`src/rtl/muldiv_pkg.sv`:
```
`default_nettype none
// ============================================================================
//  Module      : muldiv_pkg
//  Description : Shared encodings for the iterative multiply/divide sequencer:
//                operation codes, FSM state enum and the divide-by-zero
//                quotient fill value.
//  Revision    : 1.0 - initial release
// ============================================================================
package muldiv_pkg;

    // Operation encodings on the op port
    localparam logic [1:0] OP_MULTU = 2'b00;
    localparam logic [1:0] OP_MUL   = 2'b01;
    localparam logic [1:0] OP_DIVU  = 2'b10;
    localparam logic [1:0] OP_DIV   = 2'b11;

    // Sequencer states
    typedef enum logic [1:0] {
        S_IDLE = 2'd0,
        S_PREP = 2'd1,
        S_ITER = 2'd2,
        S_FIX  = 2'd3
    } state_t;

    // Quotient returned on divide by zero; sliced to WIDTH (WIDTH <= 64)
    localparam logic [63:0] DZ_QUOTIENT = 64'hFFFF_FFFF_FFFF_FFFF;

endpackage
`default_nettype wire

```
`src/rtl/muldiv_step.sv`:
```
`default_nettype none
// ============================================================================
//  Module      : muldiv_step
//  Description : One radix-2 iteration on a 2*WIDTH+1 bit accumulator.
//                Multiply: conditional add of the multiplicand into the upper
//                half, then logical shift right.  Divide (restoring): shift
//                {rem, quo} left, subtract the divisor when it fits and set
//                the new quotient bit.
//  Revision    : 1.0 - initial release
// ============================================================================
module muldiv_step #(
    parameter int WIDTH = 32
) (
    input  logic               i_is_div,
    input  logic [2*WIDTH:0]   i_acc,
    input  logic [WIDTH-1:0]   i_opnd,
    output logic [2*WIDTH:0]   o_acc
);

    logic [WIDTH:0]   w_upper_sum;
    logic [2*WIDTH:0] w_mul_acc;
    logic [2*WIDTH:0] w_shift;
    logic [WIDTH:0]   w_rem;
    logic [WIDTH:0]   w_diff;
    logic             w_fits;
    logic [2*WIDTH:0] w_div_acc;

    // Multiply path: the upper W+1 bits never overflow because the partial
    // product stays below 2^W before the add.
    assign w_upper_sum = i_acc[0] ? (i_acc[2*WIDTH:WIDTH] + {1'b0, i_opnd})
                                  : i_acc[2*WIDTH:WIDTH];
    assign w_mul_acc   = {1'b0, w_upper_sum, i_acc[WIDTH-1:1]};

    // Divide path: remainder is always below the divisor, so the top bit
    // dropped by the shift is zero.
    assign w_shift   = {i_acc[2*WIDTH-1:0], 1'b0};
    assign w_rem     = w_shift[2*WIDTH:WIDTH];
    assign w_fits    = (w_rem >= {1'b0, i_opnd});
    assign w_diff    = w_rem - {1'b0, i_opnd};
    assign w_div_acc = w_fits ? {w_diff, w_shift[WIDTH-1:1], 1'b1} : w_shift;

    assign o_acc = i_is_div ? w_div_acc : w_mul_acc;

endmodule
`default_nettype wire

```
`src/rtl/muldiv_seq.sv`:
```
`default_nettype none
// ============================================================================
//  Module      : muldiv_seq
//  Description : Iterative MULT/MULTU/DIV/DIVU sequencer sharing one radix-2
//                engine.  Operands are latched on start, made magnitude-only
//                in PREP, iterated WIDTH times and sign-fixed in FIX; hi/lo
//                are presented with a one-cycle done pulse.
//  Revision    : 1.0 - initial release
// ============================================================================
module muldiv_seq
    import muldiv_pkg::*;
#(
    parameter int WIDTH = 32,
    parameter int CNT_W = 6
) (
    input  logic             clk,
    input  logic             reset,
    input  logic             start,
    input  logic [1:0]       op,
    input  logic [WIDTH-1:0] a,
    input  logic [WIDTH-1:0] b,
    input  logic             abort,
    output logic             busy,
    output logic             done,
    output logic [WIDTH-1:0] hi,
    output logic [WIDTH-1:0] lo,
    output logic             div_by_zero
);

    state_t             r_state;
    state_t             w_next;

    logic [WIDTH-1:0]   r_a;
    logic [WIDTH-1:0]   r_b;
    logic [1:0]         r_op;
    logic [WIDTH-1:0]   r_opnd;
    logic [2*WIDTH:0]   r_acc;
    logic [CNT_W-1:0]   r_cnt;
    logic               r_neg_q;
    logic               r_neg_r;
    logic               r_dz;
    logic               r_done;
    logic [WIDTH-1:0]   r_hi;
    logic [WIDTH-1:0]   r_lo;
    logic               r_div_by_zero;

    logic               w_is_div;
    logic               w_is_signed;
    logic               w_b_zero;
    logic [WIDTH-1:0]   w_abs_a;
    logic [WIDTH-1:0]   w_abs_b;
    logic [WIDTH-1:0]   w_prep_opnd;
    logic [2*WIDTH:0]   w_prep_acc;
    logic [2*WIDTH:0]   w_step_in;
    logic [WIDTH-1:0]   w_step_opnd;
    logic [2*WIDTH:0]   w_step_out;
    logic               w_last;
    logic [2*WIDTH-1:0] w_prod;
    logic [2*WIDTH-1:0] w_prod_fix;
    logic [WIDTH-1:0]   w_quo;
    logic [WIDTH-1:0]   w_rem;

    assign w_is_div    = (r_op == OP_DIVU) || (r_op == OP_DIV);
    assign w_is_signed = (r_op == OP_MUL)  || (r_op == OP_DIV);
    assign w_b_zero    = (r_b == '0);
    assign w_abs_a     = (w_is_signed && r_a[WIDTH-1]) ? -r_a : r_a;
    assign w_abs_b     = (w_is_signed && r_b[WIDTH-1]) ? -r_b : r_b;

    // Multiply keeps the multiplier in the low half and adds the
    // multiplicand; divide keeps the dividend in the low half and compares
    // against the divisor.
    assign w_prep_opnd = w_is_div ? w_abs_b : w_abs_a;
    assign w_prep_acc  = {{(WIDTH+1){1'b0}}, (w_is_div ? w_abs_a : w_abs_b)};

    // The PREP edge already performs iteration 0 on the freshly prepared
    // operands, so ITER runs steps 1..WIDTH-1 and FIX follows WIDTH edges
    // after PREP was entered.
    assign w_step_in   = (r_state == S_PREP) ? w_prep_acc  : r_acc;
    assign w_step_opnd = (r_state == S_PREP) ? w_prep_opnd : r_opnd;
    assign w_last      = (r_cnt == CNT_W'(WIDTH - 1));

    muldiv_step #(
        .WIDTH (WIDTH)
    ) u_step (
        .i_is_div (w_is_div),
        .i_acc    (w_step_in),
        .i_opnd   (w_step_opnd),
        .o_acc    (w_step_out)
    );

    assign w_prod     = r_acc[2*WIDTH-1:0];
    assign w_prod_fix = r_neg_q ? -w_prod : w_prod;
    assign w_quo      = r_acc[WIDTH-1:0];
    assign w_rem      = r_acc[2*WIDTH-1:WIDTH];

    // State register
    always_ff @(posedge clk or posedge reset) begin
        if (reset) begin
            r_state <= S_IDLE;
        end else begin
            r_state <= w_next;
        end
    end

    // Next-state and busy decode; abort wins over everything, including start
    always_comb begin
        w_next = r_state;
        busy   = 1'b0;
        case (r_state)
            S_IDLE: begin
                if (start && !abort) begin
                    w_next = S_PREP;
                end
            end
            S_PREP: begin
                busy = 1'b1;
                if (abort) begin
                    w_next = S_IDLE;
                end else if (w_is_div && w_b_zero) begin
                    w_next = S_FIX;
                end else begin
                    w_next = S_ITER;
                end
            end
            S_ITER: begin
                busy = 1'b1;
                if (abort) begin
                    w_next = S_IDLE;
                end else if (w_last) begin
                    w_next = S_FIX;
                end
            end
            S_FIX: begin
                busy   = 1'b1;
                w_next = S_IDLE;
            end
            default: begin
                w_next = S_IDLE;
            end
        endcase
    end

    // Datapath: operand capture, iteration and result write-back
    always_ff @(posedge clk or posedge reset) begin
        if (reset) begin
            r_a           <= '0;
            r_b           <= '0;
            r_op          <= '0;
            r_opnd        <= '0;
            r_acc         <= '0;
            r_cnt         <= '0;
            r_neg_q       <= 1'b0;
            r_neg_r       <= 1'b0;
            r_dz          <= 1'b0;
            r_done        <= 1'b0;
            r_hi          <= '0;
            r_lo          <= '0;
            r_div_by_zero <= 1'b0;
        end else begin
            r_done <= 1'b0;
            case (r_state)
                S_IDLE: begin
                    if (start && !abort) begin
                        r_a           <= a;
                        r_b           <= b;
                        r_op          <= op;
                        r_div_by_zero <= 1'b0;
                    end
                end
                S_PREP: begin
                    if (!abort) begin
                        r_neg_q <= w_is_signed & (r_a[WIDTH-1] ^ r_b[WIDTH-1]);
                        r_neg_r <= w_is_signed & r_a[WIDTH-1];
                        r_dz    <= w_is_div & w_b_zero;
                        r_opnd  <= w_prep_opnd;
                        r_acc   <= w_step_out;
                        r_cnt   <= CNT_W'(1);
                    end
                end
                S_ITER: begin
                    r_acc <= w_step_out;
                    r_cnt <= r_cnt + CNT_W'(1);
                end
                S_FIX: begin
                    if (!abort) begin
                        r_done <= 1'b1;
                        if (r_dz) begin
                            r_hi          <= r_a;
                            r_lo          <= DZ_QUOTIENT[WIDTH-1:0];
                            r_div_by_zero <= 1'b1;
                        end else if (w_is_div) begin
                            r_lo <= r_neg_q ? -w_quo : w_quo;
                            r_hi <= r_neg_r ? -w_rem : w_rem;
                        end else begin
                            r_hi <= w_prod_fix[2*WIDTH-1:WIDTH];
                            r_lo <= w_prod_fix[WIDTH-1:0];
                        end
                    end
                end
                default: begin
                end
            endcase
        end
    end

    assign done        = r_done;
    assign hi          = r_hi;
    assign lo          = r_lo;
    assign div_by_zero = r_div_by_zero;

endmodule
`default_nettype wire

```
`config.mk`:
```
export PLATFORM = sky130hd
export DESIGN_NAME = muldiv_seq
export DESIGN_NICKNAME = d
export VERILOG_FILES = /design/src/rtl/muldiv_pkg.sv /design/src/rtl/muldiv_step.sv /design/src/rtl/muldiv_seq.sv
export SDC_FILE = /design/constraint.sdc
export NUM_CORES = 1
export LEC_CHECK = 0
export CORE_MARGIN = 3
export CORE_UTILIZATION = 50
export CTS_CLUSTER_SIZE = 14
export DETAILED_ROUTE_END_ITERATION = 8
export HOLD_SLACK_MARGIN = 0.02
export PLACE_DENSITY = 0.79
export SYNTH_ARGS = -nofsm -noshare
export SYNTH_HDL_FRONTEND = slang
export SYNTH_SLANG_ARGS = --single-unit
```
`constraint.sdc`:
```
create_clock -name clk -period 10.28 [get_ports clk]
set_input_delay 2.056 -clock clk [delete_from_list [all_inputs] [get_ports clk]]
set_output_delay 2.056 -clock clk [all_outputs]
set_load 0.005 [all_outputs]
```
==> results_dict.tcl, run 1 <==
set metrics [dict create \
    period_needed_ps 5980 \
    synth_cells 2171 \
    wl_mm 61.5 \
    cts_max_path_buffers 3 \
    root_buffer "clkbuf_16" \
    cts_resized 0 \
    synthAdderAreaFrac_pct 5.05 \
    synth-compound-area-share_pct 24.0 \
    core_mm2 0.0349 \
    setup_violations 0 \
    fin_worst_skew_ps 26.9 \
    synth_edf_count 0 \
    hold_viol_final 0 \
    portBuffers 136 \
    syn_nets 2312 \
    die_w_um 195 \
    synthSimpleGateAreaFrac_pct 18.2 \
    hold_class "reg2reg" \
    cp.arrival_ps 6390 \
    yosysTopAreaCellShare_pct 33.6 \
    grt_start_max_net_pins 92 \
    rsz0062_at_grt "no" \
    synth_top_family_by_area "compound AO/OA/AOI/OAI gates" \
    seq_area_frac_synth_pct 33.6 \
    wl_per_cell_um 22.8 \
    fp-row-count 68 \
    p_comb_share_pct 56.9 \
    grt_usage_pct 31.1 \
    fp.dieArea_mm2 0.0381 \
    yosysMostFrequentCell "nand2_1" \
    cts_hold_buf 0 \
    swShare_pct 46.9 \
    drc 0 \
    cts_setup_buffers 0 \
    worstSkewPairLatency_ps 560 \
    ioPinCount 137 \
    grt-ovfl-total 0 \
    synth-xor-area-share_pct 8.52 \
    cts_buffers 28 \
    layout.cells.non_filler 2696 \
    synth_cell_type_count 88 \
    path_class "reg2reg" \
    hpwl_mm 45.4 \
    die_h_um 195 \
    htree_levels 1 \
    place_ws_ps 4420 \
    ys_warn_count 0 \
    leakagePower_nw 8.73 \
    crit_required_ps 10690 \
    ant_nets 0 \
    grt_pass1_vias 16433 \
    drive_above_1_share_pct 7.90 \
    p_total_mw 6.70 \
    first_pass_iters 7 \
    hold_slack_ps 479 \
    diodes 0 \
    setup-tns-final_ps 0 \
    synth_mux_area_share_pct 6.27 \
    fmax_mhz 167 \
    cap_viol_max_count 0 \
    status "complete, no violations" \
    netlist_area_mm2 0.0179 \
    p_per_area_mw_per_mm2 327 \
    p_clk_share_pct 16.1 \
    ys_seq_elements 240 \
    drt-vias-per-instance 6.41 \
    initial_core_util_pct 51.3 \
    drtIter0Drc 1953 \
    worstSetupEndpointType "flop" \
    antenna_found_initial 0 \
    finalMaxSlewViolations 0 \
    fin_crit_sh_pct 58.1 \
    placed_cells 2644 \
    tightest_slew_ps 1070 \
    clkSinkCount 240 \
    synth_area_leaders "dfrtp_1 (34%), a21oi_1 (5.4%), nand2_1 (5.4%)" \
    path_max_fanout 43 \
    place_congestion 1.02 \
    seqPwrFrac_pct 27.0 \
    yosys.area.top_type "dfrtp_1" \
    clk_pin_slew_ps 60 \
    tritoncts "built" \
    avgSynthCellArea_um2 8.24 \
    peakVddDrop_mv 0.174 \
    synth_ff_type "dfrtp_1" \
    vias 17278 \
    fin_ws_ps 4300 \
    max_slew_margin_pct 28.4 \
    grt_pass1_wl_mm 95.0 \
    nNetsFinal 2360 \
    synthTopCellsByCount "nand2_1 (257), dfrtp_1 (240), nor2_1 (194)" \
    start_kind "flop" \
    p_sw_mw 3.14 \
    p_int_mw 3.55 \
    synthArstFlopShare_pct 100 \
    area_delta_synth_final_pct 14.3 \
]
[flip-flops by register name (all words and copies together) (netlist names)]
signal / flops
div_by_zero: 1
done: 1
hi: 32
lo: 32
r_a: 32
r_acc: 65
r_b: 32
r_cnt: 6
r_dz: 1
r_neg_q: 1
r_neg_r: 1
r_op: 2
r_opnd: 32
r_state: 2
[final timing paths]
kind	from	end	slack, ps	depth (start not counted)
setup / recovery	r_b[2]	r_acc[62]	4300	19
hold / removal	hi[15]	hi[15]	480	2
setup reg to reg	r_b[2]	r_acc[62]	4300	19
hold reg to reg	hi[15]	hi[15]	480	2
max in group asynchronous	reset	r_op[1]	6640	3
min in group asynchronous	reset	lo[19]	2000	2
[area by class of cell]
cell class / count / area (µm²)
Clock buffer: 39 / 782
Tap cell: 455 / 569
Inverter: 64 / 248
Multi-Input combinational cell: 1727 / 11100
Timing Repair Buffer: 158 / 1530
Fill cell: 3076 / 14400
Sequential cell: 240 / 6010
Clock inverter: 13 / 208
[power groups by stage]
stage | clock (mW) | combinational, mW | sequential (mW)
floorplan | 0 | 2.72 | 1.56
global placement | 0 | 3.66 | 1.76
detailed placement | 0 | 3.72 | 1.78
CTS | 1.09 | 3.75 | 1.77
global route | 1.12 | 4.17 | 1.83
finish | 1.08 | 3.81 | 1.81
[metrics by stage]
| step | utilization, % | cell area, µm² |
|---|---|---|
| global route | 58.7 | 20500 |
| floorplan | - | 17900 |
| detailed placement | 55.8 | 19500 |
| global placement | 55.8 | 19500 |
| finish | 58.7 | 20500 |
| CTS | 58.7 | 20500 |
[critical path, stage by stage (launching register included)]
cell,delay [ps]
dfrtp_1,450
nor4_1,340
and2_1,240
nor3b_2,430
nand2b_1,230
o41ai_1,400
xor2_1,170
mux2_2,330
o21a_1,190
ha_1,410
a21oi_1,240
o21ai_0,140
a221oi_1,370
o21ai_0,130
a2111o_1,430
a41o_1,210
buf_4,280
nor2b_1,350
a221oi_1,330
o21ai_0,120
[placed cells by master, fill, tap and decap left out, types with 7 or more instances in the layout]
master	count
o21ai_1	9
buf_4	22
o21a_1	39
o21ai_0	186
or4_1	8
o211ai_1	15
mux2i_1	30
nand3_1	34
and2_1	28
a31oi_1	18
clkbuf_1	7
clkbuf_16	28
clkdlybuf4s50_1	136
nor2_1	194
nor4_1	19
or2_2	7
a211oi_1	45
a21boi_0	7
ha_1	69
a211o_1	18
nand2_1	257
o31a_1	8
inv_1	62
a21o_1	31
xor2_1	94
nor3_1	38
a21oi_1	193
o221ai_1	7
dfrtp_1	239
and3_1	25
mux2_2	73
or3_1	16
nand2b_1	13
xnor2_1	80
o31ai_1	24
a221oi_1	8
nor2b_1	20
o41ai_1	11
[logic make-up after synthesis]
| kind of cell | count (synthesis) |
|---|---|
| AO/OA/AOI/OAI | 682 |
| AND/OR/NAND/NOR | 697 |
| buffers and inverters | 204 |
| multiplexers | 103 |
| XOR/XNOR | 174 |
| adder cells (fa/ha/maj) | 71 |
| flip-flops | 240 |
[metal layers]
metal  vias up  global-route usage [%]  wire length [µm]
li1       7881                       -                 -
met3       177                    4.99              5720
met4         0                    13.9              3060
met1      8314                    42.5             25300
met2       906                    49.0             27400
met5         -                       0                 0
(Power assumes the default switching activity.)
==> inputs of run 2 (changes only) <==
--- a/config.mk
+++ b/config.mk
@@ -10,7 +10,7 @@
 export CTS_CLUSTER_SIZE = 14
 export DETAILED_ROUTE_END_ITERATION = 8
 export HOLD_SLACK_MARGIN = 0.02
-export PLACE_DENSITY = 0.79
+export PLACE_DENSITY = 0.82
 export SYNTH_ARGS = -nofsm -noshare
 export SYNTH_HDL_FRONTEND = slang
 export SYNTH_SLANG_ARGS = --single-unit
==> constraint.sdc (replaced) <==
create_clock -name clk -period 5.2 [get_ports clk]
set_input_delay 1.04 -clock clk [delete_from_list [all_inputs] [get_ports clk]]
set_output_delay 1.04 -clock clk [all_outputs]
set_load 0.005 [all_outputs]
==> results_dict.tcl, run 2 (synthesis results as in run 1) <==
set metrics [dict create \
    wl_per_cell_um 22.9 \
    cts_buffers 28 \
    fin_worst_skew_ps 35.5 \
    hold_class "reg2reg" \
    fmax_mhz 193 \
    portBuffers 136 \
    path_class "reg2reg" \
    hpwl_mm 48.7 \
    cpLargestDelayFamily "compound AO/OA/AOI/OAI gates" \
    placed_cells 2772 \
    final_common_cell "nand2_1" \
    clk_pin_slew_ps 60 \
    r2r_slack_ps 9 \
    fin_crit_sh_pct 99.8 \
    cp.depth 19 \
    worstSetupEndpointType "flop" \
    mostFrequentLayoutCells "nand2_1 (254), dfrtp_1 (239), nor2_1 (193)" \
    layout.cells.non_filler 2842 \
    vias 18192 \
    crit_required_ps 5600 \
    drtIter0Drc 2192 \
    hold_viol_final 0 \
    start_kind "flop" \
    first_pass_iters 9 \
    cap_viol_max_count 0 \
    leakagePower_nw 9.49 \
    drt-vias-per-instance 6.40 \
    r2r_cells 19 \
    cp_cell_sequence "nor4_1, nand2_1, or3_1, or2_2, o31ai_1, xor2_1, mux2_2, o21a_1, ha_1, a21oi_2, o21ai_1, a221oi_2, o21ai_1, a2111o_1, a41o_4, buf_6, buf_4, mux2i_1, o221ai_1" \
    path_max_fanout 20 \
    largest_reg_flops 65 \
    setup-tns-final_ps 0 \
    fp.dieArea_mm2 0.0381 \
    grt-ovfl-total 0 \
    setup_violations 0 \
    nNetsFinal 2506 \
    fp-row-count 68 \
    cp.arrival_ps 5590 \
    antenna_found_initial 3 \
    crit_buf_inv 2 \
    tritoncts "built" \
    max_slew_margin_pct 27.4 \
    top_register "r_acc" \
    core_mm2 0.0349 \
    fillers 2885 \
    status "complete, no violations" \
    initial_core_util_pct 51.3 \
    multi_input_area_mm2 0.0114 \
    ioPinCount 137 \
    htree_levels 1 \
    holdPathStages 2 \
    final_area_mm2 0.0219 \
    p_per_area_mw_per_mm2 651 \
    regArea_mm2 0.00601 \
    clkSinkCount 240 \
    peakVddDrop_mv 0.349 \
    grt_pass1_wl_mm 100 \
    diodes 0 \
    root_buffer "clkbuf_16" \
    wl_mm 65.2 \
    period_needed_ps 5190 \
    ant_nets 0 \
    drc 0 \
    cts_max_path_buffers 3 \
    place_congestion 1.02 \
    max_stage_delay_ps 420 \
    place_area_mm2 0.0205 \
    grt_pass1_vias 17483 \
    die_h_um 195 \
    finalMaxSlewViolations 0 \
    grt_start_max_net_pins 111 \
    tightest_slew_ps 1090 \
    final_util_pct 62.6 \
    cts_hold_buf 0 \
    grt_usage_pct 32.8 \
    die_w_um 195 \
    rsz0062_at_grt "yes" \
    crit_slowest_cell "dfrtp_1" \
    crit_path_frequent_cell "o21ai_1" \
    worstSkewPairLatency_ps 580 \
    drive_above_1_share_pct 15.2 \
    area_delta_synth_final_pct 22.1 \
]
-- run 2: metal layers --
layer	vias to the layer above	track usage, %	wire length [µm]
met2	1099	52.2	29200
li1	8163	-	-
met4	2	15.2	3470
met1	8696	43.8	25700
met5	-	0	13
met3	232	5.66	6830
-- run 2: final cells by class --
| class | count | area share [%] |
|---|---|---|
| repair buffers | 304 | 12.5 |
| well taps | 455 | 2.61 |
| inverters | 64 | 1.12 |
| multi-input cells | 1727 | 52.1 |
| clock buffers | 38 | 3.56 |
| clock inverters | 14 | 0.624 |
| flip-flops and latches | 240 | 27.5 |
-- run 2: path summary, 6_finish.rpt --
path	end	start
worst max-delay path	r_acc[51]	r_b[4]
worst min register to register	lo[0]	lo[0]
min in group asynchronous	lo[17]	reset
max in group asynchronous	r_acc[63]	reset
worst max register to register	r_acc[51]	r_b[4]
worst min-delay path	lo[0]	lo[0]
-- run 2: power breakdown --
part           switching [mW]  internal (mW)
Clock                   0.846           1.11
Sequential              0.924           2.55
Combinational            4.93           3.86
-- run 2: stage by stage --
stage / power [mW] / setup slack [ps] / hold WS (ps)
detailed placement: 11.6 / -203 / 461
floorplan: 8.47 / 185 / 448
finish: 14.2 / 9.16 / 473
global placement: 11.5 / -76.1 / 456
CTS: 13.7 / 1.22 / 476
global route: 15.1 / -209 / 498
-- run 2: what timing repair did --
action / CTS / global route
gates cloned: 0 / 2
endpoints found under the setup margin: 33 / 34
setup buffers: 4 / 12
pin swaps: 2 / 27
gates resized for setup: 13 / 54
-- run 2: worst min-delay path, cell delays in order (launching register included) --
cell and delay [ps]:
dfrtp_1 340, nand2_1 60, nand2_1 50
